**src/rtl/tile_pkg.sv**
```systemverilog
// Shared definitions for the 2048 tile spawner and the board/display logic
// that consume its placement results.
package tile_pkg;

    localparam int CELLS = 16;
    localparam int IDX_W = $clog2(CELLS);

    typedef enum logic [1:0] {
        IDLE = 2'd0,
        SCAN = 2'd1,
        HOLD = 2'd2
    } spawn_state_t;

    // Tile-value encoding carried on spawn_val
    localparam logic TILE_2 = 1'b0;
    localparam logic TILE_4 = 1'b1;

endpackage

```
**src/rtl/tile_spawner.sv**
```systemverilog
// Picks a cell for the next 2048 tile: snapshot the empty mask, scan from a
// random start with wrap-around, then offer {idx, val} on a valid/ack handshake.
module tile_spawner #(
    parameter int CELLS     = tile_pkg::CELLS,
    parameter int FOUR_BITS = 3,
    parameter int CNT_W     = 8,
    localparam int IW       = $clog2(CELLS)
) (
    input  logic             clk,
    input  logic             rst,
    input  logic [IW-1:0]    rnd,
    input  logic             spawn_req,
    input  logic [CELLS-1:0] empty_mask,
    input  logic             spawn_ack,
    output logic             spawn_valid,
    output logic [IW-1:0]    spawn_idx,
    output logic             spawn_val,
    output logic             busy,
    output logic             no_space,
    output logic [CNT_W-1:0] spawn_cnt
);
    import tile_pkg::*;

    spawn_state_t     state_q, state_d;
    logic [CELLS-1:0] mask_q, mask_d;
    logic [IW-1:0]    ptr_q, ptr_d;
    logic [IW-1:0]    idx_q, idx_d;
    logic             val_q, val_d;
    logic             valid_q, valid_d;
    logic             no_space_q, no_space_d;
    logic [CNT_W-1:0] cnt_q, cnt_d;
    logic             four_sel;
    logic [IW-1:0]    ptr_inc;

    assign four_sel = &rnd[FOUR_BITS-1:0];
    assign ptr_inc  = (ptr_q == IW'(CELLS - 1)) ? '0 : ptr_q + 1'b1;

    always_ff @(posedge clk or posedge rst) begin
        if (rst) begin
            state_q    <= IDLE;
            mask_q     <= '0;
            ptr_q      <= '0;
            idx_q      <= '0;
            val_q      <= 1'b0;
            valid_q    <= 1'b0;
            no_space_q <= 1'b0;
            cnt_q      <= '0;
        end else begin
            state_q    <= state_d;
            mask_q     <= mask_d;
            ptr_q      <= ptr_d;
            idx_q      <= idx_d;
            val_q      <= val_d;
            valid_q    <= valid_d;
            no_space_q <= no_space_d;
            cnt_q      <= cnt_d;
        end
    end

    always_comb begin
        state_d    = state_q;
        mask_d     = mask_q;
        ptr_d      = ptr_q;
        idx_d      = idx_q;
        val_d      = val_q;
        valid_d    = valid_q;
        no_space_d = 1'b0;
        cnt_d      = cnt_q;
        unique case (state_q)
            IDLE: begin
                if (spawn_req) begin
                    if (|empty_mask) begin
                        mask_d  = empty_mask;
                        ptr_d   = rnd;
                        state_d = SCAN;
                    end else begin
                        no_space_d = 1'b1;
                    end
                end
            end
            SCAN: begin
                // Scan always terminates: the snapshot is known non-zero
                if (mask_q[ptr_q]) begin
                    idx_d   = ptr_q;
                    val_d   = four_sel ? TILE_4 : TILE_2;
                    valid_d = 1'b1;
                    state_d = HOLD;
                end else begin
                    ptr_d = ptr_inc;
                end
            end
            HOLD: begin
                if (spawn_ack) begin
                    valid_d = 1'b0;
                    cnt_d   = cnt_q + 1'b1;
                    state_d = IDLE;
                end
            end
            default: state_d = IDLE;
        endcase
    end

    assign spawn_valid = valid_q;
    assign spawn_idx   = idx_q;
    assign spawn_val   = val_q;
    assign busy        = (state_q == SCAN) || (state_q == HOLD);
    assign no_space    = no_space_q;
    assign spawn_cnt   = cnt_q;

endmodule

```
**config.mk**
```make
export PLATFORM = sky130hd
export DESIGN_NAME = tile_spawner
export DESIGN_NICKNAME = d
export VERILOG_FILES = /design/src/rtl/tile_pkg.sv /design/src/rtl/tile_spawner.sv
export SDC_FILE = /design/constraint.sdc
export NUM_CORES = 1
export LEC_CHECK = 0
export ABC_AREA = 0
export CAP_MARGIN = 20
export CORE_ASPECT_RATIO = 1.1
export CORE_MARGIN = 5
export CORE_UTILIZATION = 50
export CTS_CLUSTER_DIAMETER = 120
export DETAILED_ROUTE_END_ITERATION = 8
export DONT_BUFFER_PORTS = 1
export GPL_TIMING_DRIVEN = 0
export SLEW_MARGIN = 40
export SYNTH_ARGS = -nofsm -noshare
export SYNTH_HDL_FRONTEND = slang
export SYNTH_SLANG_ARGS = --single-unit
```
**constraint.sdc**
```tcl
create_clock -name clk -period 3.1 [get_ports clk]
set_input_delay 0.155 -clock clk [delete_from_list [all_inputs] [get_ports clk]]
set_output_delay 0.155 -clock clk [all_outputs]
set_load 0.01 [all_outputs]
```
==> results of run 1 <==
==> cells in the mapped netlist (2+ instances only) <==
cell type,number,area (sq um)
o21ai_0,5,25.0
buf_2,2,10.0
xor2_1,3,26.3
o31ai_1,2,15.0
and3_1,4,25.0
dfrtp_1,37,926
nand3_1,10,50.1
mux4_2,5,113
inv_1,6,22.5
ha_1,6,75.1
xnor2_1,4,35.0
mux2i_1,2,20.0
nor4_1,4,25.0
nor2_1,2,7.51
nand2_1,6,22.5
mux2_2,22,248
a21oi_1,5,25.0
==> area by class of cell <==
class / instances / area (sq um) / area share (%)
sequential: 37 / 926 / 46.9
clock buffer: 6 / 72.6 / 3.68
timing repair buffer: 2 / 20.0 / 1.01
inverter: 6 / 23.8 / 1.20
multi-input combinational: 94 / 835 / 42.3
tap: 50 / 62.6 / 3.17
clock inverter: 2 / 10.0 / 0.507
buffer: 4 / 25.0 / 1.27
==> power groups by stage <==
stage	logic [mW]	clock network, mW	registers, mW
finish	0.884	0.312	0.873
global route	0.988	0.346	0.907
CTS	0.901	0.330	0.878
detailed placement	0.896	0	0.885
global placement	0.864	0	0.875
floorplan	0.759	0	0.833
==> kinds of logic after synthesis <==
kind of cell | after synthesis | share of synthesized area (%)
adders and majority gates | 6 | 4.15
buffers and inverters | 10 | 2.63
and+or+nand+nor | 32 | 9.69
AOI/OAI and AO/OA | 18 | 6.44
xor gates and xnor gates | 7 | 3.39
muxes | 31 | 22.5
DFF | 37 | 51.2
==> worst paths after layout <==
path	to	slack, ps	cells after the start	startpoint
max	ptr_q[0]	700	6	ptr_q[2]
min in group asynchronous	spawn_cnt[6]	390	2	rst
max in group asynchronous	mask_q[5]	2320	2	rst
min reg2reg	mask_q[1]	500	1	mask_q[1]
min	mask_q[7]	20	1	empty_mask[7]
max reg2reg	ptr_q[0]	700	6	ptr_q[2]
==> registers in the layout (all words and copies together), names as in the netlist <==
signal / cells
mask_q: 16
no_space: 1
ptr_q: 4
spawn_cnt: 8
spawn_idx: 4
spawn_val: 1
spawn_valid: 1
state_q: 2
==> critical path, cell delays in order, from the launching register on <==
cell and delay, ps:
dfrtp_1 320, clkbuf_1 380, mux4_2 390, mux4_2 550, nand2_4 150, and2_4 180
mux2_4 290
==> layer usage <==
metal	up-vias	share of wire (%)	wire length, um	GRT usage, %
li1	531	-	-	-
met1	562	40	1360	20.8
met2	29	52	1750	26.4
met3	2	7.0	235	5.55
met4	0	0.80	27	6.08
met5	-	0	0	0
==> metrics by stage <==
stage / instances / cell area, sq um
2_1_floorplan: 141 / 1810
3_3_place_gp: 191 / 1870
3_5_place_dp: 191 / 1870
4_1_cts: 201 / 1970
5_1_grt: 201 / 1970
6_report: 201 / 1970
==> out/metrics.yaml, run 1 <==
status: "completed"
drv_cap: 0
ys_seq_elements: 37
layout-drive-gt1-share_pct: 27.8
path_class: "reg2reg"
finish.utilization_pct: 55.3
io_buffers: 0
die_w_um: 67.3
synth_cell_type_count: 33
hold_viol: 0
tns_ps: 0
fmax_mhz: 417
final_cell_mix: "dfrtp_1 (37), mux2_2 (22), nand3_1 (10)"
whs_ps: 19.6
clkSinkCount: 37
start_kind: "register"
fill_cells: 337
fp.dieH_um: 73.1
cts.clk_slew.worst_paths_ps: 70
worstPathMaxFanout: 9
arrival_ps: 2560
hold_path_class: "in2reg"
htree_levels: 2
syn_inst: 141
setup_slack_ps: 703
cts_tree: "built"
cts_hold_buf: 2
fin_crit_sh_pct: 77.3
p_leak_nw: 0.882
core_sq_um: 3570
hpwl_um: 2580
setup_viol_count_final: 0
grt_max_degree: 38
worstSetupEndpointType: "register"
synth_area_per_cell_sq_um: 12.8
antenna_found_initial: 0
syn-num-nets: 171
fin_skew_ps: 7.11
layout.nets: 180
yosysSeqAreaShare_pct: 51.2
cts_inserted_buffers: 5
post_cts_buffers: 0
first_pass_iters: 4
first_global_vias: 1273
area_delta_synth_final_pct: 9.20
synth_flop_cell: "dfrtp_1"
grt_usage_pct: 16.6
cts_resized: 0
yosys_warnings: 0
required_ps: 3260
slew_violations: 0
p_int_mw: 1.33
drt.antenna.violating_nets: 0
switching_share_pct: 35.5
netlist_area_sq_um: 1810
num_io_pins: 40
place.gp.congestion: 0.767
vias_per_cell: 5.59
rsz0062_at_grt: "no"
grt_pass1_wl_um: 6070
p_seq_share_pct: 42.2
pre_cts_slack_ps: 691
p_sw_uw: 733
power.density_nw_per_um2: 1050
start_util_pct: 50.7
clk_latency_ps: 280
layout_commonest_cell: "dfrtp_1"
clockPowerShare_pct: 15.1
antenna_cells: 0
synth-edff-count: 0
drt_iter0_drc: 33
num_rows: 23
slew_headroom_pct: 58.0
vias: 1124
cts_buffer_depth: 2
grt-ovfl-total: 0
drt-wirelength-per-cell_um: 16.8
ys_async_sr_fraction_pct: 100
power_mw: 2.07
cts-root-buf: "clkbuf_8"
ir_drop_uv: 417
dieArea_sq_um: 4920
drc: 0
fin_crit_ps: 2400
drt-total-wl_um: 3370
worst_pin_slew_ps: 629
combinationalPowerShare_pct: 42.7
Note: power is estimated with default switching activity, not from simulation.
==> run 2: changes to the inputs <==
Settings changed: ABC_AREA 0 to 1, PLACE_DENSITY from default to 0.68.
Clock period 3.1 ns to 2.2 ns, I/O delays scaled along.
==> out/metrics.yaml, run 2 <==
num_rows: 23  # unchanged
power_mw: 2.99  # +45%
cts_buffer_depth: 2  # unchanged
synth-edff-count: 0  # unchanged
drt_iter0_drc: 71  # +120%
required_ps: 2370  # -890 ps
top_register: "mask_q"
drt-total-wl_um: 3950  # +17%
ys_seq_elements: 37  # unchanged
die_w_um: 69.5  # +3.2%
tns_ps: 0  # unchanged
status: "completed"
synth_cell_type_count: 26  # -21%
synth_top_area_cell: "dfrtp_1"
cts-root-buf: "clkbuf_8"
fmax_mhz: 631  # +51%
synth_area_per_cell_sq_um: 8.18  # -36%
clk_latency_ps: 280  # about the same
grt_max_degree: 25  # -34%
final_cell_mix: "nand2_1 (64), inv_1 (41), dfrtp_1 (37)"
vias: 1528  # +36%
arrival_ps: 1760  # -800 ps
cts_hold_buf: 17  # +15
io_buffers: 0  # unchanged
crit_path_max_incr_delay_ps: 410  # -140 ps
vias_per_cell: 4.87  # -13%
antenna_cells: 0  # unchanged
netlist_area_sq_um: 1950  # +7.7%
place.gp.congestion: 0.810  # +5.6%
antenna_found_initial: 0  # unchanged
start_util_pct: 52.4  # +1.8 points
place_inst: 289  # +51%
htree_levels: 2  # unchanged
dieArea_sq_um: 5240  # +6.6%
area_delta_synth_final_pct: 17.5
yosys_warnings: 0  # unchanged
power.density_nw_per_um2: 1310  # +25%
ir_drop_uv: 645  # +55%
drc: 0  # unchanged
netlist_top_cells_count: "nand2_1 (64), inv_1 (42), dfrtp_1 (37)"
cts_tree: "built"
fin_skew_ps: 6.15  # -0.960 ps
fin_crit_ps: 1590  # -812 ps
critical_path.cell_chain: "inv_1 -> ha_1 -> nand2_1 -> nor3_2 -> nand3_1 -> nand3b_1 -> xnor2_1"
p_leak_nw: 1.20  # +36%
cts_resized: 0  # unchanged
worstPathMaxFanout: 4  # -5
worstSetupEndpointType: "register"
layout-drive-gt1-share_pct: 9.85  # -18 points
slew_violations: 0  # unchanged
num_io_pins: 40  # unchanged
worst_pin_slew_ps: 346  # -284 ps
hpwl_um: 2860  # +11%
synth_flop_cell: "dfrtp_1"
setup_viol_count_final: 0  # unchanged
fill_cells: 314  # -6.8%
grt-ovfl-total: 0  # unchanged
worstRegToRegCells: 7  # +1
core_sq_um: 3710  # +4.0%
cts_inserted_buffers: 5  # unchanged
drv_cap: 0  # unchanged
whs_ps: 4.52  # -15.0 ps
yosysSeqAreaShare_pct: 47.6  # -3.7 points
first_pass_iters: 4  # unchanged
fp.dieH_um: 75.4  # +3.3%
grt_usage_pct: 16.6  # +0.069 points
hold_viol: 0  # unchanged
syn-num-nets: 268  # +57%
min_path_cells: 2  # +1
drt.antenna.violating_nets: 0  # unchanged
slew_headroom_pct: 76.9  # +19 points
synthTopCellsByArea: "dfrtp_1 (48%), nand2_1 (12%), inv_1 (8.1%)"
ys_async_sr_fraction_pct: 100  # unchanged
rsz0062_at_grt: "no"
yosys.area.top_type_share_pct: 47.6  # -3.7 points
path_class: "reg2reg"
post_cts_buffers: 0  # unchanged
cp_slowest_cell: "dfrtp_1"
first_global_vias: 1481  # +16%
grt_pass1_wl_um: 6840  # +13%
stdcell_count: 314  # +56%
start_kind: "register"
drt-wirelength-per-cell_um: 12.6  # -25%
layout.nets: 293  # +63%
layout_commonest_cell: "nand2_1"
yosysMostFrequentCell: "nand2_1"
clkSinkCount: 37  # unchanged
syn_inst: 238  # +69%
cts.clk_slew.worst_paths_ps: 70  # about the same
hold_path_class: "in2reg"
fin_crit_sh_pct: 72.0  # -5.3 points
largest_register_ffs: 16  # unchanged
==> run 2: cell types whose count changed after synthesis, moves of 5 or more <==
cell / before / now
inv_1: 6 / 42
mux2_2: 22 / 2
mux4_2: 5 / 0
nand2_1: 6 / 64
nand3_1: 10 / 26
nor2_1: 2 / 9
o21ai_0: 5 / 15
==> run 2: routing by layer <==
layer | part of all wire, % | vias up | routed length, um | GRT usage (%)
met5 | 0 | - | 0 | 0
met4 | 1.1 | 0 | 44 | 5.21
met3 | 5.7 | 5 | 225 | 5.41
met2 | 47 | 39 | 1850 | 26.5
met1 | 46 | 691 | 1830 | 21.9
li1 | - | 793 | - | -
==> run 2: path summary, 6_finish.rpt <==
check	start	end	slack, ps
max	state_q[0]	spawn_cnt[7]	610
min	empty_mask[4]	mask_q[4]	5
max reg2reg	state_q[0]	spawn_cnt[7]	610
min reg2reg	mask_q[13]	mask_q[13]	490
max in group asynchronous	rst	spawn_cnt[1]	1530
min in group asynchronous	rst	spawn_idx[2]	240
==> run 2: area by class of cell <==
cell class / instances / area, sq um / share of cell area (%)
multi-input cells: 152 / 808 / 35.3
flip-flops and latches: 37 / 926 / 40.5
well taps: 50 / 62.6 / 2.74
inverters: 43 / 161 / 7.06
plain buffers: 6 / 51.3 / 2.24
clock buffers: 8 / 80.1 / 3.50
repair buffers: 18 / 198 / 8.64
==> run 2: cell families (layout without fill, tap and decap cells) <==
family,Yosys count,count (layout),synth area share (%)
multiplexers,2,2,1.16
XOR/XNOR,8,8,3.60
AO/OA/AOI/OAI,25,25,7.39
AND/OR/NAND/NOR,111,111,25.5
flip-flops,37,37,47.6
adder cells (fa/ha/maj),6,6,3.86
buffers and inverters,49,75,10.9
==> run 2: power breakdown <==
part	leakage (nW)	switching, mW	internal (mW)	total (mW)
Sequential	0.463	0.278	0.972	1.25
Combinational	0.697	0.766	0.523	1.29
Clock	0.0395	0.225	0.225	0.450
==> run 2: worst max-delay path, delay by kind of cell, from the launching register on <==
kind / cells / cell delay [ps]
AND/OR/NAND/NOR: 4 / 670
buffers and inverters: 1 / 90
flip-flops: 1 / 410
XOR/XNOR: 1 / 130
adder cells (fa/ha/maj): 1 / 180
==> run 2: metrics by stage <==
stage	worst slack (ps)	utilization [%]	area, sq um
after floorplan	717	-	1950
after global placement	609	54.1	2010
after detailed placement	601	54.9	2040
after CTS	593	61.6	2290
after global routing	431	61.6	2290
final	615	61.6	2290
